$ cat src/rtl/tib_feeder_pkg.sv
// Shared definitions for the TIB feeder: pool op codes, pool widths, blank characters
// and the feeder FSM states.
package tib_feeder_pkg;

    localparam int unsigned PoolAsz = 17;
    localparam int unsigned PoolDsz = 8;

    typedef enum logic [2:0] {
        OpNop  = 3'd0,
        OpR1   = 3'd1,
        OpW1   = 3'd2,
        OpFind = 3'd3
    } pool_op_e;

    localparam logic [7:0] ChSpace = 8'h20;
    localparam logic [7:0] ChCr    = 8'h0D;
    localparam logic [7:0] ChLf    = 8'h0A;

    typedef enum logic [2:0] {
        StSkip,
        StCopy,
        StTerm,
        StFind,
        StGrd,
        StWait,
        StDone
    } tib_state_e;

    function automatic logic is_blank(input logic [7:0] b);
        return (b == ChSpace) || (b == ChCr) || (b == ChLf);
    endfunction

endpackage

$ cat src/rtl/tib_feeder.sv
// Copies one blank-delimited token from a byte stream into the pool's TIB, NUL-terminates
// it, issues FIND on it and reports the match address (or a timeout).
module tib_feeder
    import tib_feeder_pkg::*;
#(
    parameter int unsigned ASZ    = PoolAsz,
    parameter int unsigned DSZ    = PoolDsz,
    parameter int unsigned TIB    = 'h11,
    parameter int unsigned MAXLEN = 31,
    parameter int unsigned TMO    = 1024
) (
    input  logic           clk,
    input  logic           rst,
    input  logic           s_vld,
    input  logic [7:0]     s_dat,
    output logic           s_rdy,
    output pool_op_e       op,
    output logic [ASZ-1:0] ai,
    output logic [DSZ-1:0] vi,
    output logic           we,
    input  logic           bsy,
    input  logic [ASZ-1:0] ao,
    output logic           done,
    output logic           found,
    output logic [ASZ-1:0] waddr,
    output logic [5:0]     tok_len,
    output logic           trunc,
    output logic           err
);

    localparam int unsigned    TW      = $clog2(TMO + 1);
    localparam logic [ASZ-1:0] TibAddr = ASZ'(TIB);
    localparam logic [5:0]     MaxLen  = 6'(MAXLEN);

    if ((longint'(TIB) + longint'(MAXLEN) >= (longint'(1) << ASZ)) || (MAXLEN > 63))
    begin : g_bad_param
        $error("tib_feeder: TIB+MAXLEN must fit in the pool address space");
    end

    tib_state_e     state_q, state_d;
    logic [5:0]     len_q, len_d;
    logic           trunc_q, trunc_d;
    logic [TW-1:0]  timer_q, timer_d;
    logic           s_rdy_q, s_rdy_d;
    pool_op_e       op_q, op_d;
    logic [ASZ-1:0] ai_q, ai_d;
    logic [DSZ-1:0] vi_q, vi_d;
    logic           we_q, we_d;
    logic           done_q, done_d;
    logic           found_q, found_d;
    logic [ASZ-1:0] waddr_q, waddr_d;
    logic [5:0]     tok_len_q, tok_len_d;
    logic           res_trunc_q, res_trunc_d;
    logic           err_q, err_d;
    logic           accept;

    assign accept = s_vld & s_rdy_q;

    // Pool outputs are decoded from the transition being taken, so they show up registered
    // in the cycle the FSM enters the matching state.
    always_comb begin
        state_d     = state_q;
        len_d       = len_q;
        trunc_d     = trunc_q;
        timer_d     = timer_q;
        op_d        = OpNop;
        ai_d        = '0;
        vi_d        = '0;
        we_d        = 1'b0;
        done_d      = 1'b0;
        found_d     = found_q;
        waddr_d     = waddr_q;
        tok_len_d   = tok_len_q;
        res_trunc_d = res_trunc_q;
        err_d       = err_q;
        unique case (state_q)
            StSkip: begin
                if (accept && !is_blank(s_dat)) begin
                    op_d    = OpW1;
                    we_d    = 1'b1;
                    ai_d    = TibAddr;
                    vi_d    = DSZ'(s_dat);
                    len_d   = 6'd1;
                    state_d = StCopy;
                end
            end
            StCopy: begin
                if (accept) begin
                    if (is_blank(s_dat)) begin
                        op_d    = OpW1;
                        we_d    = 1'b1;
                        ai_d    = TibAddr + ASZ'(len_q);
                        state_d = StTerm;
                    end else if (len_q < MaxLen) begin
                        op_d  = OpW1;
                        we_d  = 1'b1;
                        ai_d  = TibAddr + ASZ'(len_q);
                        vi_d  = DSZ'(s_dat);
                        len_d = len_q + 6'd1;
                    end else begin
                        trunc_d = 1'b1;
                    end
                end
            end
            StTerm: begin
                op_d    = OpFind;
                ai_d    = TibAddr;
                state_d = StFind;
            end
            StFind: begin
                timer_d = '0;
                state_d = StGrd;
            end
            StGrd: begin
                // The guard cycle counts toward the FIND budget.
                timer_d = timer_q + 1'b1;
                state_d = StWait;
            end
            StWait: begin
                timer_d = timer_q + 1'b1;
                if (!bsy) begin
                    done_d      = 1'b1;
                    found_d     = (ao != '0);
                    waddr_d     = ao;
                    err_d       = 1'b0;
                    tok_len_d   = len_q;
                    res_trunc_d = trunc_q;
                    state_d     = StDone;
                end else if (timer_q == TW'(TMO - 1)) begin
                    done_d      = 1'b1;
                    found_d     = 1'b0;
                    waddr_d     = '0;
                    err_d       = 1'b1;
                    tok_len_d   = len_q;
                    res_trunc_d = trunc_q;
                    state_d     = StDone;
                end
            end
            StDone: begin
                len_d   = '0;
                trunc_d = 1'b0;
                state_d = StSkip;
            end
            default: state_d = StSkip;
        endcase
        s_rdy_d = (state_d == StSkip) || (state_d == StCopy);
    end

    always_ff @(posedge clk) begin
        if (rst) begin
            state_q     <= StSkip;
            len_q       <= '0;
            trunc_q     <= 1'b0;
            timer_q     <= '0;
            s_rdy_q     <= 1'b0;
            op_q        <= OpNop;
            ai_q        <= '0;
            vi_q        <= '0;
            we_q        <= 1'b0;
            done_q      <= 1'b0;
            found_q     <= 1'b0;
            waddr_q     <= '0;
            tok_len_q   <= '0;
            res_trunc_q <= 1'b0;
            err_q       <= 1'b0;
        end else begin
            state_q     <= state_d;
            len_q       <= len_d;
            trunc_q     <= trunc_d;
            timer_q     <= timer_d;
            s_rdy_q     <= s_rdy_d;
            op_q        <= op_d;
            ai_q        <= ai_d;
            vi_q        <= vi_d;
            we_q        <= we_d;
            done_q      <= done_d;
            found_q     <= found_d;
            waddr_q     <= waddr_d;
            tok_len_q   <= tok_len_d;
            res_trunc_q <= res_trunc_d;
            err_q       <= err_d;
        end
    end

    assign s_rdy   = s_rdy_q;
    assign op      = op_q;
    assign ai      = ai_q;
    assign vi      = vi_q;
    assign we      = we_q;
    assign done    = done_q;
    assign found   = found_q;
    assign waddr   = waddr_q;
    assign tok_len = tok_len_q;
    assign trunc   = res_trunc_q;
    assign err     = err_q;

endmodule

$ cat config.mk
export PLATFORM = sky130hd
export DESIGN_NAME = tib_feeder
export DESIGN_NICKNAME = d
export VERILOG_FILES = /design/src/rtl/tib_feeder_pkg.sv /design/src/rtl/tib_feeder.sv
export SDC_FILE = /design/constraint.sdc
export NUM_CORES = 1
export LEC_CHECK = 0
export BUFFER_PORTS_ARGS = -buffer_cell sky130_fd_sc_hd__buf_2
export CORE_MARGIN = 5
export CORE_UTILIZATION = 45
export DETAILED_ROUTE_END_ITERATION = 10
export GPL_TIMING_DRIVEN = 1
export PLACE_DENSITY = 0.71
export SETUP_SLACK_MARGIN = 0.1
export SYNTH_ARGS = -nofsm -noshare
export SYNTH_HDL_FRONTEND = slang
export SYNTH_SLANG_ARGS = --single-unit
$ cat constraint.sdc
create_clock -name clk -period 2.7 [get_ports clk]
set_clock_uncertainty 0.05 [all_clocks]
set_input_delay 0 -clock clk [delete_from_list [all_inputs] [get_ports clk]]
set_output_delay 0 -clock clk [all_outputs]
set_load 0.01 [all_outputs]
## Yosys cells after proc, flatten, opt, wreduce, memory -nomap -nowiden

Index checks and enable logic that the tools add are counted.

| cells by class | value |
|---|---|
| multiply operators | 0 |
| muxes and demuxes | 48 |
| magnitude comparators | 1 |
| div/mod/pow operators | 0 |
| shifts and indexed selects | 0 |
| reduce and logical (&&, ||, !) cells | 16 |
| add/subtract/negate cells | 3 |
| eq/ne operators | 17 |
| bitwise gates (word level) | 2 |

Operator list:

| kind | number |
|---|---|
| two-way mux 6 bit | 6 |
| two-way mux 17 bit | 2 |
| two-way mux 8 bit | 4 |
| case mux 11 bit (2 select lines) | 1 |
| two-way mux 7 bit | 3 |
| case mux 7 bit (3 select lines) | 1 |
| case mux 3 bit (6 select lines) | 1 |
| case mux 6 bit (3 select lines) | 1 |
| nonzero test 17 bit | 1 |
| == test 8 x 4 -> 1 bit (second input constant) | 2 |
| case mux 8 bit (2 select lines) | 1 |
| two-way mux 1 bit | 15 |
| two-way mux 3 bit | 5 |
| adder 11 x 1 -> 11 bit (second input constant) | 1 |
| == test 11 x 10 -> 1 bit (second input constant) | 1 |
| != test 2 bit (second input constant) | 5 |
| == test 3 bit (second input constant) | 3 |
| == test 8 x 6 -> 1 bit (second input constant) | 1 |
| two-way mux 2 bit | 4 |
| adder 5 x 6 -> 7 bit (first input constant) | 1 |
| adder 6 x 1 -> 6 bit (second input constant) | 1 |
| == test 3 x 1 -> 1 bit (second input constant) | 2 |
| == test 3 x 2 -> 1 bit (second input constant) | 2 |
| zero test 3 bit | 2 |
| 16 further kinds | 21 |

| storage, ports and cells | value |
|---|---|
| latch bits | 0 |
| word-level logic and storage cells | 102 |
| RAM bits | 0 |
| register bits | 78 |
| input port bits | 29 |
| ROM bits | 0 |
| memories | 0 |
| output and inout port bits | 57 |

## Longest topological paths before layout

Gate-level depths: netlist of run 1.

| logic depth | value |
|---|---|
| depth after elaboration | 9 |
| mapped depth | 7 |
| mapped depth without buffers | 6 |

## Least setup slack after synthesis of run 1

OpenSTA, ideal clock, no wires.

| path | value |
|---|---|
| path type | register to register |
| start | register len_q[0] |
| end | register len_q[2] |
| data required time | 2.550 ns |
| setup time | 0.100 ns |
| buffers on the path | 1 |
| stages on the path, launching flop included | 8 |
| data arrival time | 1.708 ns |
| period minus slack after synthesis | 1.858 ns |
| setup slack | 0.842 ns |
| cells stage by stage | dfxtp_1 > ha_1 > clkbuf_1 > a41o_1 > and2_1 > nor3_1 > a21o_1 > a2111oi_4 |

| between the ends | value |
|---|---|
| longest elaborated chain between the ends | 5 |
| elaborated cells on any way between the ends | 8 |
| those cells by class | add/sub: 1; order compare: 1; eq/ne: 1; mux: 4; reduce/logical: 1 |

RTL lines:

| what | line | text |
|---|---|---|
| from (decl) | tib_feeder.sv:41 | `logic [5:0] len_q, len_d;` |
| from (signal assigned) | tib_feeder.sv:168 | `len_q <= len_d;` |
| adder 6 x 1 -> 6 bit | tib_feeder.sv:99 | `len_d = len_q + 6'd1;` |
| two-way mux 6 bit | tib_feeder.sv:94 | `end else if (len_q < MaxLen) begin` |
| two-way mux 6 bit | tib_feeder.sv:89 | `if (is_blank(s_dat)) begin` |
| two-way mux 6 bit | tib_feeder.sv:88 | `if (accept) begin` |
| case mux 6 bit (3 select lines) | tib_feeder.sv:76 | `unique case (state_q)` |

Several ways; a longest one is shown, not always the timed one. The select of a mux whose other input is x is not followed.
A chain may end at the register's enable or synchronous reset.

## Worst setup path in the final report of run 1

| path | value |
|---|---|
| start | register timer_q[0] |
| end | register waddr_q[16], in the netlist waddr[16] |

| between the ends | value |
|---|---|
| longest elaborated chain between the ends | 3 |

RTL lines:

| what | line | text |
|---|---|---|
| from (decl) | tib_feeder.sv:43 | `logic [TW-1:0] timer_q, timer_d;` |
| from (signal assigned) | tib_feeder.sv:170 | `timer_q <= timer_d;` |
| == test 11 x 10 -> 1 bit | tib_feeder.sv:129 | `end else if (timer_q == TW'(TMO - 1)) begin` |
| != test 2 x 1 -> 1 bit (no line) | -- |  |
| AND reduction 2 bit (no line) | -- |  |
| to (signal assigned) | tib_feeder.sv:178 | `waddr_q <= waddr_d;` |
| to (decl) | tib_feeder.sv:51 | `logic [ASZ-1:0] waddr_q, waddr_d;` |

No other way between the ends.

==> results.toml, run 1 <==
[run_status]
outcome = "completed"

[sta]
slew_headroom = 0.307
max_freq_mhz = 449
worstMarginPinSlew_ns = 1.03
period_needed_ns = 2.22
finalMaxSlewViolations = 0
final-setup-viol-count = 0
tns_ns = 0
min_period_over_period = 0.824
finalHoldViolations = 0
rsz0062_at_grt = "no"

[worst_setup_path]
worstPathMaxFanout = 18
worst_setup_path_start_kind = "flip-flop"
path_class = "flip-flop to flip-flop"
crit_required_ns = 2.94
r2r_setup_slack_ns = 0.48
cp.arrival_ns = 2.46
crit_path_end_kind = "flip-flop"

[route]
drt-wirelength-per-cell_um = 14.5
avgViaCountPerCell = 5.22
remaining_drc_errors = 0
drt_iter0_drc = 134
dr.pass1.iters = 5
vias = 2569
ant_nets = 0
routed_wl_mm = 7.15

[pwr]
p_per_area_nw_per_um2 = 587
finalPower_uw = 2200
clockPowerShare = 0.457
p_int_uw = 1700
p_leak_uw = 0.00167
p_sw_uw = 503
max-vdd-ir-drop_mv = 0.354
sw_frac_of_total = 0.228
share_comb_of_total_power = 0.083
seqPwrFrac = 0.461

[clock_network]
cts_buffers = 9
postCtsSetupRepairBufs = 0
clockRootBuffer = "clkbuf_8"
clock_sinks = 67
hold_buffers = 27
cts_resized = 0
clk_latency_ns = 0.35
cts_tree = "built"
clk_pin_slew_ns = 0.07
htreeDepth = 3
cts.path.max_buffers = 2

[yosys]
netlist.area_leader.share = 0.467
synth_seq_area_share = 0.467
async_reset_ff_frac = 0
yosys.area.top_type = "dfxtp_1"
yosys_warnings = 0
synthTopCellsByArea = "dfxtp_1 47%, a22o_1 5.8%, nor2_1 4.7%"
synth-main-ff-cell = "dfxtp_1"
ys_ff_latch = 67
syn_area_per_cell_um2 = 9.12
syn-instance-count = 315
netlist_area_um2 = 2870
synth_edf_count = 0
synth_cell_types = 57

[flow_run]
maxCapViolCount = 0

[floorplan]
core_um2 = 6280
pin_count = 86
initial_core_util = 0.458
die_width_um = 89.9
die-area_um2 = 8080
std_cell_rows = 29
die_h_um = 89.9

[global_routing]
grt_antenna_before_repair = 0
grt_overflow = 0
grt_pass1_vias = 2508
grt_start_max_net_pins = 28
grt_pass1_wl_mm = 12.4
track_usage = 0.183

[layout]
antenna_cells = 0
drive_above_1_share = 0.246
fin_nets = 441
syn_to_final_growth_pct = 30.4
fill_cells = 539

[placement]
gp_congestion = 0.871
io_buffers = 74
place_hpwl_mm = 4.61

[worst_hold_path]
hold_path_class = "input port to flip-flop"
-- state kept, by name, summed over array words and instances, names as in the netlist, 2 cells and up --
signal   count
op           2
waddr       17
vi           8
tok_len      6
ai           7
len_q        6
state_q      3
timer_q     11
-- synthesized netlist by cell type, drive strengths merged (8+ instances only) --
cell / n
nor2: 37
buf: 18
a21oi: 12
o21ai: 19
and2: 12
a22o: 19
dfxtp: 67
mux2i: 8
clkbuf: 12
nor3: 10
nand2: 28
-- per-layer routing --
metal,global-route usage,part of all wire,vias to the layer above,wire length (um)
li1,-,-,1292,-
met1,0.245,0.45,1171,3220
met2,0.269,0.45,98,3190
met3,0.0718,0.089,8,636
met4,0.0583,0.013,0,95
met5,0,0,-,0
-- through the flow --
step | setup slack, ns | utilization | hold WS [ns] | instance area [um^2] | cells
after floorplan | 0.842 | - | 0.0378 | 2910 | 325
after global placement | 0.576 | 0.516 | 0.173 | 3240 | 449
after detailed placement | 0.502 | 0.516 | 0.172 | 3240 | 449
after CTS | 0.468 | 0.597 | 0.0438 | 3750 | 492
after global routing | 0.286 | 0.597 | 0.0716 | 3750 | 492
final | 0.475 | 0.597 | 0.0528 | 3750 | 492
-- final cells by class --
type                    instances  area [um^2]  share of cell area
flip-flops and latches         67         1340               0.358
clock buffers                   9          124              0.0331
clock inverters                 7          116              0.0311
inverters                       1         3.75             0.00100
well taps                      77         96.3              0.0257
multi-input cells             227         1400               0.374
repair buffers                104          663               0.177
-- path summary, 6_finish.rpt --
kind	cells after the start	startpoint	endpoint
max	6	timer_q[0]$_SDFFE_PP0P_	waddr[16]$_SDFFE_PP0P_
min reg2reg	2	err$_SDFFE_PP0P_	err$_SDFFE_PP0P_
max reg2reg	6	timer_q[0]$_SDFFE_PP0P_	waddr[16]$_SDFFE_PP0P_
min	2	rst	trunc$_SDFFE_PP0P_
-- cells by family (layout without fill, tap and decap cells) --
family / count (synthesis) / after routing / share of synthesized area
buffers and inverters: 31 / 121 / 0.0583
adders and majority gates: 2 / 2 / 0.00871
other: 1 / 11 / 0.00130
AOI/OAI and AO/OA: 75 / 75 / 0.195
and+or+nand+nor: 124 / 124 / 0.221
xor gates and xnor gates: 7 / 7 / 0.0213
muxes: 8 / 8 / 0.0279
DFF: 67 / 67 / 0.467
-- cell usage in the layout (no fill, tap or decap), types with 2 or more instances in the layout --
cell type and n:
buf_2 74, dfxtp_1 67, nor2_1 36, nand2_1 28, dlygate4sd3_1 27, a22o_1 19, o21ai_0 14, a21oi_1 12
and2_1 11, conb_1 11, nor3_1 9, clkbuf_8 9, mux2i_1 8, nand2b_1 6, nand4_1 5, nand3_1 5
o21ai_1 5, a31oi_1 4, nor4_1 4, xnor2_1 4, nor2b_1 3, xor2_1 3, bufinv_16 3, buf_4 3
and3_1 2, a41o_1 2, a21o_1 2, a41oi_1 2, nand3b_1 2, a311oi_1 2, a211oi_1 2, ha_1 2
clkinv_2 2
-- worst max-delay path, stage by stage, from the launching register on --
cell and delay [ns]:
dfxtp_1 0.35, ha_1 0.26, nand2_1 0.17, nor4_2 0.10, and3_1 0.18, nor3_2 0.78
a22o_1 0.29
-- power groups by stage --
stage	combinational (uW)	clock, uW	sequential [uW]
floorplan	96.6	0	1040
detailed placement	149	0	1040
CTS	180	1020	1010
global placement	150	0	1040
global route	200	1060	1020
finish	182	1000	1010
(Power assumes the default switching activity.)
==> run 2: changes to the inputs <==
clock period = 2.2 ns   (was 2.7 ns; I/O delays follow)
==> run 2 against run 1 <==
Critical path depth did not move. Via count barely moved. Final area rose by 0.63%. Register-to-register slack got worse by 0.28 ns. Non-clock buffer count rose by 2. Global-route usage fell by 1.2 points. Sequential share of layout area fell by 0.23 points. First-iteration DRC count fell by 13%. Flip-flop and latch count did not move. Clock power rose by 18%. Critical endpoint is now len_q[2]$_SDFFE_PP0P_. Largest power group unchanged.
==> results.toml, run 2 (synthesis results as in run 1) <==
[sta]
final-setup-viol-count = 0
finalHoldViolations = 0
worstMarginPinSlew_ns = 0.736
layout_setup_ws_ns = 0.199
tns_ns = 0
slew_headroom = 0.508
max_freq_mhz = 500
min_period_over_period = 0.910
finalMaxSlewViolations = 0
rsz0062_at_grt = "yes"
period_needed_ns = 2.00
holdWs_ns = 0.0636

[floorplan]
std_cell_rows = 29
die_h_um = 89.9
initial_core_util = 0.458
core_um2 = 6280
die-area_um2 = 8080
pin_count = 86
die_width_um = 89.9

[worst_setup_path]
crit_required_ns = 2.38
cp.arrival_ns = 2.18
r2r_start = "len_q[0]$_SDFFE_PP0P_"
crit_path_start = "len_q[0]$_SDFFE_PP0P_"
worstPathMaxFanout = 7
path_class = "flip-flop to flip-flop"
worst_setup_path_start_kind = "flip-flop"
crit_path_end_kind = "flip-flop"

[global_routing]
grt_overflow = 0
grt_pass1_wl_mm = 11.8
grt_start_max_net_pins = 28
grt_antenna_before_repair = 0
grt_pass1_vias = 2474
track_usage = 0.171

[layout]
antenna_cells = 0
final_cell_mix = "74 x buf_2, 67 x dfxtp_1, 36 x nor2_1"
layout_commonest_cell = "buf_2"
largest_reg_flops = 17
drive_above_1_share = 0.255
syn_to_final_growth_pct = 31.2
finalInstanceArea_um2 = 3770
fin_nets = 443

[clock_network]
cts_tree = "built"
cts.path.max_buffers = 2
postCtsSetupRepairBufs = 0
htreeDepth = 3
clockRootBuffer = "clkbuf_8"
clk_pin_slew_ns = 0.07
clock_sinks = 67
clk_latency_ns = 0.33
cts_buffers = 9

[pwr]
p_per_area_nw_per_um2 = 702
finalPower_uw = 2650
p_leak_uw = 0.00168
max-vdd-ir-drop_mv = 0.575

[route]
remaining_drc_errors = 0
dr.pass1.iters = 5
ant_nets = 0
routed_wl_mm = 6.96
vias = 2568
avgViaCountPerCell = 5.21
drt_iter0_drc = 117
drt-wirelength-per-cell_um = 14.1

[flow_run]
maxCapViolCount = 0

[placement]
io_buffers = 74
place_area_um2 = 3260
dpl_worst_slack_ns = 0.0499
place_hpwl_mm = 4.61
gp_congestion = 0.825

[worst_hold_path]
hold_path_class = "input port to flip-flop"
hold_start = "s_vld"

[run_status]
outcome = "completed"
run 2: worst max-delay path, cell delays in order, from the launching register on:
cell       delay (ns)
dfxtp_1          0.44
ha_2             0.30
a41o_1           0.26
and2_1           0.21
nor3_1           0.09
a21o_1           0.26
a2111oi_4        0.28
run 2: layout make-up:
cell class | instances | area [um^2]
multi-input cells | 227 | 1430
well taps | 77 | 96.3
repair buffers | 106 | 676
clock buffers | 9 | 124
fillers | 545 | 2510
flip-flops and latches | 67 | 1340
clock inverters | 6 | 105
inverters | 1 | 3.75
run 2: final timing paths:
check                     endpoint  slack [ns]  cells past startpoint
max reg2reg  len_q[2]$_SDFFE_PP0P_        0.20                      6
min          state_q[0]$_SDFF_PP0_        0.06                      4
min reg2reg       err$_SDFFE_PP0P_        0.41                      2
max          len_q[2]$_SDFFE_PP0P_        0.20                      6
run 2: power breakdown:
part           total, uW  leakage [uW]  internal (uW)  switching [uW]
Combinational        224       0.00102            101             123
Sequential          1240      0.000543           1230            10.7
Clock               1180      0.000119            741             437
run 2: per-layer routing:
| metal | vias to the layer above | wire, um | GRT usage |
|---|---|---|---|
| li1 | 1298 | - | - |
| met5 | - | 0 | 0 |
| met4 | 0 | 63 | 0.0682 |
| met2 | 90 | 3210 | 0.271 |
| met3 | 7 | 389 | 0.0342 |
| met1 | 1173 | 3290 | 0.228 |
run 2: per-stage QoR:
step,cells,utilization
finish,493,0.601
global route,493,0.601
CTS,493,0.598
detailed placement,452,0.519
global placement,452,0.519
floorplan,325,-
run 2: what timing repair did:
action	CTS	global route
setup endpoints to repair	18	36
hold endpoints to repair	27	0
hold buffers	26	0
gates resized for setup	1	3
==> run 3: changes to the inputs <==
clock period = 1.9 ns   (was 2.2 ns; I/O delays follow)
==> run 3 against run 2 <==
Worst hold slack improved by 0.0049 ns. Maximum frequency increased by 13%. Via count increased by 7.4%. First-iteration DRC count increased by 41%.
==> results.toml, run 3 (synthesis results as in run 1) <==
[worst_setup_path]
path_class = "flip-flop to flip-flop"
crit_required_ns = 2.08
cp_slowest_cell = "dfxtp_1"
r2r_cells = 6
r2r_setup_slack_ns = 0.13
crit_chain = "nand3_2, nor4_4, and3_4, nor3_4, buf_12, a22o_1"
cp_slowest_stage_delay_ns = 0.40
path_buf_inv = 1
r2r_end = "waddr[14]$_SDFFE_PP0P_"
crit_path_end_kind = "flip-flop"
r2r_start = "timer_q[2]$_SDFFE_PP0P_"
cp.arrival_ns = 1.94
critical_path.top_delay_family = "simple AND/OR/NAND/NOR gates"
worstPathMaxFanout = 18
worst_setup_path_start_kind = "flip-flop"

[clock_network]
cts_buffers = 9
clk_pin_slew_ns = 0.07
cts_tree = "built"
cts.path.max_buffers = 2
clk_latency_ns = 0.34
clockRootBuffer = "clkbuf_8"
htreeDepth = 3
clock_sinks = 67

[placement]
place_area_um2 = 3410
io_buffers = 74
gp_congestion = 0.886
place_hpwl_mm = 4.93

[worst_hold_path]
hold_depth = 4
hold_start = "s_vld"
hold_end = "state_q[0]$_SDFF_PP0_"
hold_path_class = "input port to flip-flop"

[global_routing]
grt_antenna_before_repair = 0
grt_pass1_vias = 2578
grt_overflow = 0
grt_start_max_net_pins = 19
track_usage = 0.184
grt_pass1_wl_mm = 12.5

[run_status]
outcome = "completed"

[sta]
rsz0062_at_grt = "yes"
max_freq_mhz = 565
final-setup-viol-count = 0
min_period_over_period = 0.931
finalMaxSlewViolations = 0
period_needed_ns = 1.77
holdWs_ns = 0.0685
finalHoldViolations = 0

[layout]
fin_nets = 464
drive_above_1_share = 0.297
layout_commonest_cell = "buf_2"
syn_to_final_growth_pct = 37.7
final_cell_mix = "74 x buf_2, 65 x dfxtp_1, 35 x nor2_1"
antenna_cells = 0
finalInstanceArea_um2 = 3960
largest_reg_flops = 17

[route]
vias = 2757
dr.pass1.iters = 4
drt_iter0_drc = 165
remaining_drc_errors = 0
drt-wirelength-per-cell_um = 15.0
routed_wl_mm = 7.72
ant_nets = 0
avgViaCountPerCell = 5.35

[floorplan]
std_cell_rows = 29
die-area_um2 = 8080
initial_core_util = 0.458
die_width_um = 89.9
core_um2 = 6280
pin_count = 86
die_h_um = 89.9

[pwr]
max-vdd-ir-drop_mv = 0.454
p_per_area_nw_per_um2 = 741
p_leak_uw = 0.00180

[flow_run]
maxCapViolCount = 0
run 3: changes by cell type in the layout (fill, tap and decap cells not counted), sizes merged:
cell / change
bufinv: -2
clkinvlp: +1
dlygate4sd3: +1
buf: +20
clkbuf: +4
clkinv: -2
run 3: metrics by stage:
step	util	power, uW	TNS, ns	cells	worst slack (ns)
final	0.631	2930	0	515	0.131
after floorplan	-	1620	0	325	0.148
after CTS	0.619	2940	0	514	0.118
after detailed placement	0.543	1700	-2.41	471	-0.143
after global routing	0.631	3040	0	515	0.0162
after global placement	0.543	1700	-1.77	471	-0.100
run 3: final cells by class:
cell class	instances	area, um^2
fill	498	2320
multi-input combinational	227	1460
sequential	67	1340
timing repair buffer	127	848
clock buffer	13	159
tap	77	96.3
clock inverter	3	46.3
inverter	1	3.75
run 3: tightest hold or removal path: stages:
cell and delay, ns:
buf_2 0.10, nand2_1 0.12, a21oi_1 0.09, o2bb2ai_1 0.10
run 3: power by group:
part | total [uW] | internal, uW | leakage, uW | switching, uW
Sequential | 1440 | 1430 | 0.000544 | 9.66
Combinational | 294 | 136 | 0.00116 | 159
Clock | 1200 | 682 | 0.0000998 | 519
Total | 2930 | 2250 | 0.00180 | 687
run 3: what timing repair did:
item / in CTS / in global routing
hold buffers: 27 / 0
setup buffers: 0 / 1
gates resized for setup: 1 / 12
pin swaps: 0 / 1
hold endpoints to repair: 31 / 0
setup endpoints to repair: 18 / 32
run 3: how the worst max path moves through the flow:
stage / start / end / slack, ns / cells past startpoint
after floorplan: len_q[0]$_SDFFE_PP0P_ / len_q[2]$_SDFFE_PP0P_ / 0.15 / 7
after global placement: timer_q[0]$_SDFFE_PP0P_ / waddr[8]$_SDFFE_PP0P_ / -0.10 / 6
after detailed placement: timer_q[0]$_SDFFE_PP0P_ / waddr[0]$_SDFFE_PP0P_ / -0.14 / 6
after CTS: timer_q[0]$_SDFFE_PP0P_ / waddr[3]$_SDFFE_PP0P_ / 0.12 / 6
after global routing: timer_q[0]$_SDFFE_PP0P_ / waddr[14]$_SDFFE_PP0P_ / 0.02 / 7
final: timer_q[2]$_SDFFE_PP0P_ / waddr[14]$_SDFFE_PP0P_ / 0.13 / 6
run 3: routing by layer:
layer  wire (um)  track usage  vias to the layer above
li1            -            -                     1344
met1        3490        0.252                     1292
met2        3610        0.282                      111
met3         476       0.0367                       10
met5           0            0                        -
met4         140       0.0769                        0
